$ cat src/rtl/ram_arbiter.sv
// ram_arbiter
//   Shares the single-port 1024x16 data RAM between port A (instruction fetch)
//   and port B (load/store). The winning request is latched in IDLE and held
//   on the RAM pins for one ACCESS cycle. Read data is captured at the end of
//   ACCESS. The winner gets a one-cycle ack during DONE.
//
// Ports
//   clk, rst_n                     clock, asynchronous active-low reset
//   a_req/a_we/a_addr/a_wdata      port A request (held until a_ack)
//   a_ack, a_rdata                 port A completion pulse and read data
//   b_req/b_we/b_addr/b_wdata      port B request
//   b_ack, b_rdata                 port B completion pulse and read data
//   ram_write_n/ram_addr/ram_data_in  RAM control, address and write data
//   ram_data_out                   RAM combinational read data
//   busy                           high whenever an access is in flight
module ram_arbiter #(
  parameter int ADDR_W    = 10,
  parameter int DATA_W    = 16,
  parameter int FIXED_PRI = 0
) (
  input  logic              clk,
  input  logic              rst_n,
  input  logic              a_req,
  input  logic              a_we,
  input  logic [ADDR_W-1:0] a_addr,
  input  logic [DATA_W-1:0] a_wdata,
  output logic              a_ack,
  output logic [DATA_W-1:0] a_rdata,
  input  logic              b_req,
  input  logic              b_we,
  input  logic [ADDR_W-1:0] b_addr,
  input  logic [DATA_W-1:0] b_wdata,
  output logic              b_ack,
  output logic [DATA_W-1:0] b_rdata,
  output logic              ram_write_n,
  output logic [ADDR_W-1:0] ram_addr,
  output logic [DATA_W-1:0] ram_data_in,
  input  logic [DATA_W-1:0] ram_data_out,
  output logic              busy
);

  typedef enum logic [1:0] {IDLE, ACCESS, DONE} state_t;

  localparam logic PRI_A = (FIXED_PRI != 0);

  state_t state;
  logic   last_grant_b;
  logic   win_b;
  logic   grant_a;

  // A wins when it requests and either B is idle, A has fixed priority, or B
  // had the previous grant. Only consulted in IDLE, so it never reaches an
  // output without passing through a register.
  assign grant_a = a_req & (~b_req | PRI_A | last_grant_b);

  assign busy = (state != IDLE);

  // Sequencer. IDLE latches the winner onto the RAM pins. ACCESS holds them
  // for one cycle, while the RAM commits a write or the read data is captured.
  // DONE is the cycle in which the winner's ack is visible. Reset leaves
  // last_grant on B so that A takes the first tie.
  always_ff @(posedge clk or negedge rst_n) begin
    if (!rst_n) begin
      state        <= IDLE;
      ram_write_n  <= 1'b1;
      ram_addr     <= '0;
      ram_data_in  <= '0;
      a_ack        <= 1'b0;
      b_ack        <= 1'b0;
      a_rdata      <= '0;
      b_rdata      <= '0;
      last_grant_b <= 1'b1;
      win_b        <= 1'b0;
    end else begin
      case (state)
        IDLE: begin
          a_ack <= 1'b0;
          b_ack <= 1'b0;
          if (a_req || b_req) begin
            win_b        <= ~grant_a;
            last_grant_b <= ~grant_a;
            ram_addr     <= grant_a ? a_addr : b_addr;
            ram_data_in  <= grant_a ? a_wdata : b_wdata;
            ram_write_n  <= grant_a ? ~a_we : ~b_we;
            state        <= ACCESS;
          end
        end
        ACCESS: begin
          // ram_write_n still holds the latched direction here: high means a read.
          if (ram_write_n) begin
            if (win_b) b_rdata <= ram_data_out;
            else       a_rdata <= ram_data_out;
          end
          ram_write_n <= 1'b1;
          a_ack       <= ~win_b;
          b_ack       <= win_b;
          state       <= DONE;
        end
        DONE: begin
          a_ack <= 1'b0;
          b_ack <= 1'b0;
          state <= IDLE;
        end
        default: begin
          ram_write_n <= 1'b1;
          a_ack       <= 1'b0;
          b_ack       <= 1'b0;
          state       <= IDLE;
        end
      endcase
    end
  end

endmodule
$ cat config.mk
export PLATFORM = sky130hd
export DESIGN_NAME = ram_arbiter
export DESIGN_NICKNAME = d
export VERILOG_FILES = /design/src/rtl/ram_arbiter.sv
export SDC_FILE = /design/constraint.sdc
export NUM_CORES = 1
export LEC_CHECK = 0
export BUFFER_PORTS_ARGS = -buffer_cell sky130_fd_sc_hd__buf_2
export CAP_MARGIN = 20
export CORE_ASPECT_RATIO = 0.5
export CORE_MARGIN = 8
export CORE_UTILIZATION = 46
export DETAILED_ROUTE_END_ITERATION = 16
export PLACE_DENSITY = 0.79
export SYNTH_ARGS = -nofsm -noshare
export SYNTH_HDL_FRONTEND = slang
export SYNTH_SLANG_ARGS = --single-unit
$ cat constraint.sdc
create_clock -name clk -period 1.55 [get_ports clk]
set_input_delay 0.31 -clock clk [delete_from_list [all_inputs] [get_ports clk]]
set_output_delay 0.31 -clock clk [all_outputs]
set_load 0.05 [all_outputs]
======== Word-level counts from Yosys, hierarchy flattened ========
Index checks and enable logic that the tools add are counted.
cells by class
  $add $sub $neg .......................... 0
  multipliers ............................. 0
  div/mod/pow operators ................... 0
  $lt $le $gt $ge ......................... 0
  equal/unequal tests ..................... 3
  shifts and indexed selects .............. 0
  mux-type cells .......................... 9
  bitwise gates (word level) .............. 8
  reductions and logical operators ........ 7
operator list
  operator                                       count
  two-way mux 16 bit                             1
  two-way mux 10 bit                             1
  NOT 1 bit                                      6
  AND reduction 3 bit                            2
  two-way mux 1 bit                              4
  one-hot mux 2 bit (2 select lines)             1
  AND reduction 2 bit                            2
  == test 2 x 1 -> 1 bit, second input constant  1
  == test 2 bit, second input constant           1
  zero test 2 bit                                1
  two-way mux 2 bit                              1
  inequality test 2 bit, second input constant   1
  one-hot mux 1 bit (2 select lines)             1
  nonzero test 2 bit                             1
  AND 1 bit                                      1
  logical OR 1 bit                               1
  bitwise OR 1 bit                               1
storage, ports and cells
  register bits after elaboration ......... 65
  latch bits .............................. 0
  RAM bits ................................ 0
  bits in read-only memories .............. 0
  word-level logic and storage cells ...... 37
  memories ................................ 0

======== Logic depth before layout (Yosys ltp) ========
  word-level depth ........................ 6
  gate-level depth with buffers ........... 6

======== Worst setup path after synthesis ========
OpenSTA, ideal clock, no wires.
  kind .................................... flip-flop to flip-flop
  start ................................... reg ram_write_n
  end ..................................... reg a_rdata[10]
  arrival ................................. 1.453 ns
  setup slack ............................. -0.028 ns
  cell stages (with the launch flop) ...... 5
  path buffers ............................ 2
  path through ............................ dfstp_2 -> and2_4 -> buf_6 -> buf_12 -> mux2_4
on the way
  cells in the longest elaborated chain, start to end .. 1
RTL lines
  element                        RTL line  text
  start, declared                35        output logic ram_write_n,
  start signal, assigned         84        ram_write_n <= grant_a ? ~a_we : ~b_we;
  AND reduction 3 bit (no line)  -
  end signal, assigned           92        else a_rdata <= ram_data_out;
  end, declared                  28        output logic [DATA_W-1:0] a_rdata,
No other way between the ends.
A chain may end at the register's enable or synchronous reset.

======== Worst setup path after layout ========
  start ................................... reg state[1]
  end ..................................... reg a_rdata[2]
on the way
  cells in the longest elaborated chain, start to end .. 2
RTL lines
  element                        RTL line  text
  start, declared                46        state_t state;
  start signal, assigned         64        state <= IDLE;
  start signal, assigned         85        state <= ACCESS;
  start signal, assigned         97        state <= DONE;
  == test 2 x 1 -> 1 bit         75        case (state)
  AND reduction 3 bit (no line)  -
No other way between the ends.

==> impl_metrics.json <==
{
  "finish.instance_area_mm2": 0.00397,
  "num_antenna_cells": 0,
  "syn_avg_cell_area_um2": 11.8,
  "hold_path.class": "input pin to register",
  "share_of_layout_cells_above_drive_strength_1_pct": 53.4,
  "postLayoutCoreUtil_pct": 65.5,
  "relSlewSlack_pct": 74.0,
  "io_pins": 136,
  "synth-warning-count": 0,
  "grt_util_met3_pct": 5.26,
  "power.density_mw_per_mm2": 2780,
  "dpl.hpwl_mm": 6.13,
  "numPlacedInstances": 457,
  "row_count": 20,
  "dpl_cell_area_mm2": 0.00366,
  "final_hold_viol_count": 0,
  "max-clock-path-buffers": 2,
  "seq_area_frac_synth_pct": 56.7,
  "pwr-share-seq_pct": 28.1,
  "crit-reg2reg-launch": "state[1]",
  "final_common_cell": "sky130_fd_sc_hd__buf_2",
  "reg2regPathDepth": 3,
  "path_clk_slew_ns": 0.06,
  "ff2ff_setup_slack_ns": 0.05,
  "first_pass_grt_wire_length_mm": 13.1,
  "critPathLaunchType": "register",
  "r2r-end": "a_rdata[2]",
  "antenna_left": 0,
  "cts.sinks": 65,
  "tritoncts.num_buffers": 9,
  "buffer_ports.inserted": 135,
  "critical_path.max_stage_delay_ns": 0.45,
  "most_used_dff_post_synth": "sky130_fd_sc_hd__dfrtp_1",
  "ys_async_sr_fraction_pct": 100,
  "syn-cell-area_mm2": 0.00287,
  "drt-total-wl_mm": 8.14,
  "route.detailed.wl_per_inst_um": 17.1,
  "min_to": "a_rdata[10]",
  "tritoncts_clock_tree": "built",
  "mappedNetlistNets": 317,
  "timing.setup.critical_path_class": "register to register",
  "timing.hold.worst_path_depth": 2,
  "intPower_uw": 5440,
  "drt-vias-per-instance": 5.25,
  "setup.worst_path.start": "state[1]",
  "drc": 0,
  "number_of_nets_in_the_layout": 457,
  "layout.cells.most_common_list": "sky130_fd_sc_hd__buf_2 (134), sky130_fd_sc_hd__dfrtp_1 (62), sky130_fd_sc_hd__o21ai_0 (27), sky130_fd_sc_hd__nand3_1 (27), sky130_fd_sc_hd__a31oi_1 (27)",
  "synth.distinct_cells": 27,
  "combPwrFrac_pct": 55.6,
  "power.static_leakage_uw": 0.00187,
  "rsz_0062_raised_after_global_routing": "false",
  "critical_path.max_fanout": 16,
  "via_count": 2500,
  "p_switching_uw": 5580,
  "min_period_over_period_pct": 97.0,
  "synthCells": 243,
  "number_of_pins_exceeding_their_max_slew_limit_in_the_final_report": 0,
  "fillCellCount": 486,
  "initial_antenna_violation_count": 0,
  "final.setup.tns_ns": 0,
  "max_cap_viol_count": 0,
  "p_clk_share_pct": 16.3,
  "outcome": "complete, no violations",
  "slowest_stage": "sky130_fd_sc_hd__dfrtp_2",
  "drt-initial-drc-count": 218,
  "finalSetupViolations": 0,
  "critPathCaptureType": "register",
  "critical_path_arrival_ns": 1.70,
  "pin_count_of_the_biggest_net_entering_global_routing": 30,
  "critical_path.cell_chain": "nor3b_2 -> and2_4 -> mux2_2",
  "count_of_state_elements_after_synthesis": 65,
  "vdd_ir_drop_max_mv": 1.06,
  "cts.root.buffer_cell": "sky130_fd_sc_hd__clkbuf_16",
  "crit_required_ns": 1.75,
  "power.switching_fraction_pct": 50.6,
  "syn2layout_area_growth_pct": 38.0,
  "busiest_layer_in_global_routing": "met2",
  "first_pass_iters": 5,
  "grt_overflow_total": 0,
  "overall_die_height_um": 71.9,
  "die_x_um": 128,
  "floorplan.die_area_mm2": 0.00918,
  "hold_start": "ram_data_out[10]",
  "grtUsageTotal_pct": 17.6,
  "htreeDepth": 3,
  "fin_cells": 476,
  "final.min_clock_period_ns": 1.50,
  "core-area_mm2": 0.00606,
  "finalClockSkew_ns": 0.00477,
  "gpl.final_weighted_congestion": 0.851,
  "groute.layer.met2.usage_pct": 31.8,
  "grt.met1_usage_pct": 19.8,
  "synth_enable_flop_cells": 0,
  "grt_pass1_vias": 2671,
  "start_util_pct": 47.4,
  "insertion_delay_ns": 0.31,
  "worst_pin_slew_ns": 0.389,
  "fmax_mhz": 665
}
critical path: cells and delay by family (launching register included):
family / cells / cell delay, ns
and+or+nand+nor: 2 / 0.55
DFF: 1 / 0.45
muxes: 1 / 0.38
stage by stage:
step           total power [uW]  hold slack (ns)  worst slack (ns)
3_3_place_gp               9050            0.247             0.104
2_1_floorplan              7760           0.0144            0.0137
3_5_place_dp               9210            0.256            0.0574
6_report                  11000            0.235            0.0470
5_1_grt                   11600            0.235            0.0114
4_1_cts                   11100            0.225           0.00601
power groups by stage:
stage	Combinational, uW	Clock (uW)	Sequential [uW]
CTS	6120	1850	3100
detailed placement	6110	0	3100
floorplan	1880	0	5880
global placement	6000	0	3060
global route	6430	1920	3210
finish	6120	1800	3100
sequential cells by signal, summed over array words and instances (netlist names):
name,count
a_rdata,16
ram_addr,10
b_ack,1
a_ack,1
last_grant_b,1
ram_data_in,16
state,2
b_rdata,16
ram_write_n,1
win_b,1
cell type report:
type / count / area [um^2] / area share, %
inverters: 2 / 7.51 / 0.189
clock inverters: 6 / 42.5 / 1.07
clock buffers: 10 / 229 / 5.77
well taps: 88 / 110 / 2.78
repair buffers: 152 / 846 / 21.3
flip-flops and latches: 65 / 1630 / 41.2
multi-input cells: 153 / 1100 / 27.6
worst max path at each step:
stage / cells after the start / end / slack [ns]
global route: 3 / a_rdata[2] / 0.01
floorplan: 4 / a_rdata[10] / 0.01
detailed placement: 3 / a_rdata[2] / 0.06
CTS: 1 / ram_write_n / 0.006
finish: 3 / a_rdata[2] / 0.05
global placement: 3 / a_rdata[1] / 0.10
Yosys cell counts (3+ instances only):
cell type,count,area (um^2)
sky130_fd_sc_hd__dfrtp_1,63,1580
sky130_fd_sc_hd__a31oi_1,27,169
sky130_fd_sc_hd__nand3_1,27,135
sky130_fd_sc_hd__o21ai_0,27,135
sky130_fd_sc_hd__a21oi_1,26,130
sky130_fd_sc_hd__mux2_2,21,236
sky130_fd_sc_hd__mux2_4,11,165
sky130_fd_sc_hd__clkbuf_1,10,37.5
sky130_fd_sc_hd__buf_6,5,56.3
sky130_fd_sc_hd__buf_1,3,11.3
sky130_fd_sc_hd__buf_2,3,15.0
metal layers:
| layer | share of wire [%] | up-vias | wire (um) |
|---|---|---|---|
| li1 | - | 1174 | - |
| met1 | 40 | 1229 | 3290 |
| met2 | 52 | 91 | 4260 |
| met3 | 6.5 | 6 | 527 |
| met4 | 0.87 | 0 | 71 |
| met5 | 0 | - | 0 |
timing repair:
item                                    CTS  global route
endpoints found under the hold margin    13             0
hold buffers                              1             0
resized for setup                         1             2
endpoints found under the setup margin    1             7
setup buffers                             0             2
pin swaps                                 0             2
cells by family after synthesis:
| kind of cell | count (synthesis) | synth area share (%) |
|---|---|---|
| compound gates | 84 | 16.2 |
| flops | 65 | 56.7 |
| simple gates | 37 | 7.67 |
| mux | 32 | 14.0 |
| buf+inv | 25 | 5.40 |
No activity file was read; power rests on OpenSTA's default activity.
